===== src/rtl/user_io_pkg.sv =====
// Shared constants for the user GPIO control block: register offsets,
// reset values and the default pad count.
package user_io_pkg;

   localparam int          NPADS_DEF     = 16;
   localparam logic [31:0] BASE_ADDR_DEF = 32'h3000_0000;

   // Byte offsets inside the 256-byte Wishbone window
   localparam logic [7:0] OFS_OUT      = 8'h00;
   localparam logic [7:0] OFS_OEB      = 8'h04;
   localparam logic [7:0] OFS_IN       = 8'h08;
   localparam logic [7:0] OFS_IRQ_EN   = 8'h0C;
   localparam logic [7:0] OFS_IRQ_STAT = 8'h10;

   // Reset values, sliced to NPADS by the user; pads come up as inputs
   localparam logic [31:0] OUT_RST    = 32'h0000_0000;
   localparam logic [31:0] OEB_RST    = 32'hFFFF_FFFF;
   localparam logic [31:0] IRQ_EN_RST = 32'h0000_0000;

endpackage


===== src/rtl/user_io_sync_edge.sv =====
// Two-flop synchroniser plus a history flop for asynchronous pad inputs.
// sync is the metastability-safe value; edge flags a 0->1 transition of it.
module user_io_sync_edge #(
   parameter int WIDTH = 16
) (
   input  logic             clk,
   input  logic             rst,
   input  logic [WIDTH-1:0] din,
   output logic [WIDTH-1:0] sync,
   output logic [WIDTH-1:0] edge_rise
);

   logic [WIDTH-1:0] s1, s2, s3;

   // s1/s2 resolve metastability, s3 remembers the previous synchronised value
   always_ff @(posedge clk) begin
      if (rst) begin
         s1 <= '0;
         s2 <= '0;
         s3 <= '0;
      end else begin
         s1 <= din;
         s2 <= s1;
         s3 <= s2;
      end
   end

   assign sync      = s2;
   assign edge_rise = s2 & ~s3;

endmodule


===== src/rtl/user_io_ctrl.sv =====
// Wishbone slave for the user GPIO pads: output/enable registers,
// synchronised input readback, sticky rising-edge interrupts and a
// per-pad logic-analyzer override on the pad outputs.
module user_io_ctrl
   import user_io_pkg::*;
#(
   parameter int          NPADS     = NPADS_DEF,
   parameter logic [31:0] BASE_ADDR = BASE_ADDR_DEF
) (
   input  logic             wb_clk_i,
   input  logic             wb_rst_i,
   input  logic             wbs_cyc_i,
   input  logic             wbs_stb_i,
   input  logic             wbs_we_i,
   input  logic [3:0]       wbs_sel_i,
   input  logic [31:0]      wbs_adr_i,
   input  logic [31:0]      wbs_dat_i,
   output logic             wbs_ack_o,
   output logic [31:0]      wbs_dat_o,
   input  logic [NPADS-1:0] io_in,
   output logic [NPADS-1:0] io_out,
   output logic [NPADS-1:0] io_oeb,
   input  logic [NPADS-1:0] la_ovr_en,
   input  logic [NPADS-1:0] la_ovr_out,
   output logic             irq_o
);

   logic [NPADS-1:0] out_q, oeb_q, irq_en, irq_stat;
   logic [NPADS-1:0] in_sync, in_edge;
   logic [NPADS-1:0] wmask, wdata, stat_clr;
   logic [7:0]       ofs;
   logic             req, wr_req, rd_req;
   logic [31:0]      rdata;
   logic             unused_bits;

   // Only the low NPADS data bits and their byte lanes matter
   assign unused_bits = &{1'b0, wbs_dat_i, wbs_sel_i, wbs_adr_i[7:0]};

   // ~ack in the request term gives the one-cycle ack and the
   // every-other-cycle rate for back-to-back requests
   assign req    = wbs_cyc_i & wbs_stb_i &
                   (wbs_adr_i[31:8] == BASE_ADDR[31:8]) & ~wbs_ack_o;
   assign wr_req = req &  wbs_we_i;
   assign rd_req = req & ~wbs_we_i;
   assign ofs    = wbs_adr_i[7:0];
   assign wdata  = wbs_dat_i[NPADS-1:0];

   // Per-bit write mask from the byte lane covering that bit
   for (genvar i = 0; i < NPADS; i++) begin : g_wmask
      assign wmask[i] = wbs_sel_i[i/8];
   end

   user_io_sync_edge #(.WIDTH(NPADS)) u_sync (
      .clk       (wb_clk_i),
      .rst       (wb_rst_i),
      .din       (io_in),
      .sync      (in_sync),
      .edge_rise (in_edge)
   );

   // Read mux; unmapped offsets and bits above NPADS read as zero
   always_comb begin
      rdata = '0;
      case (ofs)
         OFS_OUT:      rdata[NPADS-1:0] = out_q;
         OFS_OEB:      rdata[NPADS-1:0] = oeb_q;
         OFS_IN:       rdata[NPADS-1:0] = in_sync;
         OFS_IRQ_EN:   rdata[NPADS-1:0] = irq_en;
         OFS_IRQ_STAT: rdata[NPADS-1:0] = irq_stat;
         default:      rdata = '0;
      endcase
   end

   // Bus handshake and read/write registers; writes commit with the ack edge
   always_ff @(posedge wb_clk_i) begin
      if (wb_rst_i) begin
         wbs_ack_o <= 1'b0;
         wbs_dat_o <= '0;
         out_q     <= OUT_RST[NPADS-1:0];
         oeb_q     <= OEB_RST[NPADS-1:0];
         irq_en    <= IRQ_EN_RST[NPADS-1:0];
      end else begin
         wbs_ack_o <= req;
         wbs_dat_o <= rd_req ? rdata : '0;
         if (wr_req) begin
            case (ofs)
               OFS_OUT:    out_q  <= (out_q  & ~wmask) | (wdata & wmask);
               OFS_OEB:    oeb_q  <= (oeb_q  & ~wmask) | (wdata & wmask);
               OFS_IRQ_EN: irq_en <= (irq_en & ~wmask) | (wdata & wmask);
               default: ;
            endcase
         end
      end
   end

   assign stat_clr = (wr_req && ofs == OFS_IRQ_STAT) ? (wdata & wmask) : '0;

   // Sticky status: a new edge in the same cycle as a W1C keeps the bit set
   always_ff @(posedge wb_clk_i) begin
      if (wb_rst_i) irq_stat <= '0;
      else          irq_stat <= (irq_stat & ~stat_clr) | in_edge;
   end

   // Registered level interrupt, masked by the enable register
   always_ff @(posedge wb_clk_i) begin
      if (wb_rst_i) irq_o <= 1'b0;
      else          irq_o <= |(irq_stat & irq_en);
   end

   // LA override owns the pad and forces it to drive
   assign io_out = (la_ovr_en & la_ovr_out) | (~la_ovr_en & out_q);
   assign io_oeb = ~la_ovr_en & oeb_q;

endmodule


===== config.mk =====
export PLATFORM = sky130hd
export DESIGN_NAME = user_io_ctrl
export DESIGN_NICKNAME = d
export VERILOG_FILES = /design/src/rtl/user_io_pkg.sv /design/src/rtl/user_io_sync_edge.sv /design/src/rtl/user_io_ctrl.sv
export SDC_FILE = /design/constraint.sdc
export NUM_CORES = 1
export LEC_CHECK = 0
export ABC_AREA = 1
export BUFFER_PORTS_ARGS = -buffer_cell sky130_fd_sc_hd__buf_2
export CAP_MARGIN = 20
export CORE_MARGIN = 10
export CORE_UTILIZATION = 55
export DETAILED_ROUTE_END_ITERATION = 6
export GPL_TIMING_DRIVEN = 0
export PLACE_DENSITY = 0.85
export SLEW_MARGIN = 10
export SYNTH_ARGS = -nofsm -noshare
export SYNTH_HDL_FRONTEND = slang
export SYNTH_HIERARCHICAL = 1
export SYNTH_SLANG_ARGS = --single-unit
export TNS_END_PERCENT = 100

===== constraint.sdc =====
create_clock -name wb_clk_i -period 3.1 [get_ports wb_clk_i]
set_input_delay 0.31 -clock wb_clk_i [delete_from_list [all_inputs] [get_ports wb_clk_i]]
set_output_delay 0.31 -clock wb_clk_i [all_outputs]
set_load 0.03 [all_outputs]

# Yosys cells after proc, flatten, opt, wreduce, memory -nomap -nowiden
# Cells that the tools add are included.
[totals]
out_inout_bits = 66
rom_bits = 0
mem_count = 0
regBits = 146
elab_cells = 52
ram_bits = 0
latch_bits = 0
input_bits = 121
[classes]
reduce_logical = 7
n_mux = 2
n_eq_ne = 5
n_mul = 0
n_lt_le_gt_ge = 0
n_shift = 0
n_addsub = 0
n_bitwise = 27
div = 0
[op_table]
columns = ["operator", "n"]
rows = [
  ["$and A16 B16 Y16", 10],
  ["$or A16 B16 Y16", 5],
  ["$pmux W16 S5", 1],
  ["$not A16 Y16", 4],
  ["$eq A24 B22 Y1 const B", 1],
  ["$eq A8 B4 Y1 const B", 2],
  ["$mux W16", 1],
  ["$reduce_or A16 Y1", 1],
  ["$eq A8 B3 Y1 const B", 1],
  ["$eq A8 B5 Y1 const B", 1],
  ["$logic_not A8 Y1", 1],
  ["$reduce_and A2 Y1", 3],
  ["$and A1 B1 Y1", 5],
  ["$not A1 Y1", 3],
  ["$reduce_or A2 Y1", 1],
  ["$logic_and A1 B1 Y1", 1],
]

# Longest topological paths before layout
[logic_depth]
depth_word = 9
ltp_mapped = 12
ltp_nobuf = 11

# Hierarchy
# The synthesis kept the hierarchy.
[by_module_without_submodules]
columns = ["module", "area_per_inst_um2", "cells_each", "instances", "seq_area_each_um2"]
rows = [
  ["user_io_ctrl", 4594.4, 711, 1, 1641.6],
  ["user_io_sync_edge", 1425.1, 165, 1, 960.9],
]

# Least setup slack after synthesis
# Ideal clock, no wire load.
[synth_timing]
kind = "reg2reg"
startpoint = "register wbs_ack_o"
endpoint = "register with a tool-made name"
slack_ps = 1523
path_buffers = 1
t_arrival_ps = 1443
stages_incl_launch_ff = 10
setup_time_ps = 134
synth_period_minus_slack_ps = 1577
required_ps = 2966
path_cell_list = "dfxtp_1 -> nor2_1 -> nand3_1 -> nor2_4 -> buf_6 -> nand2_4 -> nor2_8 -> nand2_2 -> nand2_1 -> nand3_1"
[synth_rtl]
columns = ["element", "line", "source"]
rows = [
  ["from (decl)", "user_io_ctrl.sv:18", "output logic wbs_ack_o,"],
  ["from (signal assigned)", "user_io_ctrl.sv:83", "wbs_ack_o <= req;"],
]

==> flow_summary.rst <==
.. list-table::
   :header-rows: 1

   * - Metric
     - Value
   * - Total of hold buffers inserted after clock tree synthesis
     - 16
   * - Top delay family on crit path
     - simple AND/OR/NAND/NOR gates
   * - Area Overhead vs Synth
     - 29.97%
   * - EDFF count, synth
     - 0
   * - Maximum cell stage delay along the critical path
     - 310 ps
   * - Buffers from clock root to sink, at most
     - 2
   * - Mapped Avg Cell Area
     - 6.872 sq um
   * - XOR/XNOR Fraction of Synth Area
     - 0%
   * - Most frequent cell after synthesis
     - inv_1
   * - I/O pin cnt
     - 187
   * - Share of layout cells above drive strength 1
     - 21.60%
   * - Path category of the worst min-delay check
     - input port to flip-flop
   * - Final nets
     - 1,197
   * - R2r setup slk
     - 1330 ps
   * - Kind of start point of the critical path
     - flip-flop
   * - Post-detailed-route wirelength per cell
     - 14.90 um
   * - Weighted congestion at the end of routability-driven global placement
     - 0.9762
   * - Worst hold path startpoint
     - wbs_dat_i[7]
   * - RSZ-0062 raised after global routing
     - false
   * - Total inserted antenna cells
     - 0
   * - CTS Sinks
     - 130
   * - Share of synthesized area occupied by flip-flops and latches
     - 43.23%
   * - Fill cells
     - 815
   * - Number of gates given a new drive strength after cts
     - 0
   * - Main combinational cell family by area after synthesis
     - simple AND/OR/NAND/NOR gates
   * - Total count of hold-check failures in the final report
     - 0
   * - Antenna violations before repair
     - 0
   * - Buffering stage count on the worst path with inverters included
     - 1
   * - Worst path cell trace
     - nor2_1 > nand3_1 > nor2_4 > buf_6 > nand2_4 > nor2_8 > nand2_2 > nand2_1 > nand3_1
   * - Number of cells on the worst hold path
     - 3
   * - Minimum period implied by the final worst setup slack
     - 1766 ps
   * - Top FF cell, synth
     - dfxtp_1
   * - Critical Path RT
     - 3480 ps
   * - Post-detailed-route DRC marker count
     - 0
   * - Area fraction of the dominant cell type after synthesis
     - 43.23%
   * - Detailed placer's ending HPWL
     - 12,630 um
   * - Fraction of the mapped netlist area in compound gates
     - 9.042%
   * - Total clock buffers created by CTS
     - 17
   * - Power Dens Cells
     - 553.6 nW/um^2
   * - Synthesized-area fraction occupied by and/or/nand/nor cells
     - 30.97%
   * - Max Fanout on Critical Path
     - 10
   * - DR vias
     - 6,119
   * - Number of distinct library cells after synthesis
     - 28
   * - Flop and latch count out of synthesis
     - 130
   * - Fraction of registers with async set or reset after synthesis
     - 0%
   * - Post-route ant nets
     - 0
   * - Port bufs
     - 150
   * - Maximum number of pins on one net before global-route repair
     - 17
   * - Die Footprint
     - 15,530 sq um
   * - Headroom to the max-slew limit
     - 53.01%
   * - Synthesized area
     - 6020 sq um
   * - Final count of pins violating max slew
     - 0
   * - Peak VDD IR
     - 0.0003157 V
   * - Share of synthesized cell area in full adder, half adder and majority cells
     - 0%
   * - Routed wire length
     - 18,290 um
   * - Max-cap check violation count
     - 0
   * - Fraction of synthesized area in multiplexers
     - 0%
   * - H-tree depth
     - 4
   * - Overall track demand over capacity in global routing
     - 22.92%
   * - Data arrival time of the critical path
     - 2140 ps
   * - Crit Path Class
     - flip-flop to flip-flop
   * - Run status
     - complete, no violations
   * - Warning count from the yosys run
     - 6
   * - Global-route wire length before repair
     - 29,440 um
   * - Highest-delay cell along the critical path
     - dfxtp_1
   * - Most frequent cells after synthesis
     - inv_1 (184), nand2_1 (163), nor2_1 (156)
   * - Upper clock frequency limit
     - 566.2 MHz
   * - Die Span Y
     - 124.6 um
   * - Worst-case clock skew
     - 7.346 ps
   * - Library cell appearing most often on the critical path
     - nand3_1
   * - Leakage dissipation
     - 4.038 nW
   * - Standard-cell row count
     - 38
   * - Clock transition at the registers of the reported paths
     - 60 ps
   * - Via density per instance
     - 4.983
   * - Cell type with the largest total area after synthesis
     - dfxtp_1
   * - Number of DRC violations after detailed-routing iteration 0
     - 677
   * - Total number of cells along the worst setup path
     - 9
   * - Pre-Repair DR Iteration Count
     - 7
   * - Slew at the pin with the worst max-slew slack
     - 704.9 ps
   * - Beginning of the worst register-to-register path
     - wbs_ack_o
   * - Area inside the core boundary
     - 10,790 sq um
   * - Crit end category
     - flip-flop
   * - Overflow left after global routing
     - 0
   * - Cells taking the most area after synthesis
     - dfxtp_1 (43%), inv_1 (11%), nand2_1 (10%)
   * - Post-route fraction of the period consumed by the critical path
     - 56.97%
   * - Number of setup violations in the final report
     - 0
   * - Sum of negative setup slack
     - 0 ps
   * - Number of global-route vias before repair
     - 6,080
   * - Width of the die
     - 124.6 um
   * - Register-to-Register Path Depth
     - 9
   * - TritonCTS clock tree
     - yes
   * - Post-route total power
     - 0.004331 W
   * - Initial core utilization
     - 55.77%
   * - Root buffer cell
     - clkbuf_8
   * - Post-CTS setup buffer count
     - 0
   * - Clock latency on the worst-skew pair
     - 530 ps
   * - Gate Count Post-Synth
     - 876
worst max path at each step:
stage / endpoint / start
after floorplan: flip-flop / wbs_ack_o
after global placement: wbs_dat_o[11] / wbs_adr_i[3]
after detailed placement: wbs_dat_o[11] / wbs_adr_i[3]
after CTS: flip-flop / wbs_ack_o
after global routing: wbs_dat_o[8] / wbs_ack_o
final: flip-flop / wbs_ack_o
tightest hold or removal path, stage by stage:
cell and delay [ps]:
buf_2 120, o21bai_1 70, nor2_1 70
logic make-up after synthesis:
kind of cell	Yosys count
AND/OR/NAND/NOR	422
buffers and inverters	233
flip-flops	130
AO/OA/AOI/OAI	90
other	1
stage by stage:
step | worst slack (ps) | hold WS (ps) | cells | utilization [%] | instance area, sq um
final | 1334 | 83.50 | 1228 | 72.49 | 7824
after global routing | 1154 | 79.69 | 1228 | 72.49 | 7824
after CTS | 1355 | 82.19 | 1228 | 72.49 | 7824
after detailed placement | 1028 | 392.0 | 1181 | 64.87 | 7002
after global placement | 1033 | 390.0 | 1181 | 64.87 | 7002
after floorplan | 1523 | 388.3 | 891 | - | 6076
where the power goes:
part	total (W)	internal, W	switching (W)
Sequential	0.00173	0.00171	0.0000192
Clock	0.00223	0.00149	0.000742
Combinational	0.000371	0.000142	0.000229
Total	0.00433	0.00334	0.000990
area by class of cell:
class	instances	area [sq um]	area share, %
buffer	48	310.3	3.966
clock buffer	19	431.7	5.517
clock inverter	12	230.2	2.943
inverter	185	694.4	8.876
multi-input combinational	528	2469	31.55
sequential	130	2603	33.26
tap	140	175.2	2.239
timing repair buffer	166	910.9	11.64
metal layers:
layer / vias up / global-route usage (%) / routed length [um]
li1: 3017 / - / -
met1: 2637 / 25.42 / 6807
met2: 386 / 38.49 / 8605
met3: 79 / 7.404 / 2191
met4: 0 / 11.65 / 689
met5: - / 0 / 0
layout by cell type (no fill, tap or decap), types with 2 or more instances in the layout:
cell,netlist,routed
nor3_1,2,2
clkinv_4,0,3
inv_1,184,184
clkinvlp_4,0,2
nand3_1,65,65
clkbuf_16,0,16
a21oi_1,17,17
dlygate4sd3_1,0,16
nor2_4,4,4
nor2_2,2,2
dfxtp_1,130,130
a221oi_1,2,2
nor2_1,156,156
nand4_4,4,4
bufinv_16,0,6
buf_6,7,7
clkbuf_1,11,12
buf_4,16,16
buf_2,14,164
clkbuf_8,0,2
o21ai_1,6,6
o22ai_1,4,4
nand4_1,18,18
nand2_2,4,4
nand2_1,163,163
o21bai_1,32,32
o21ai_0,28,28
conb_1,1,16
(Power assumes the default switching activity.)
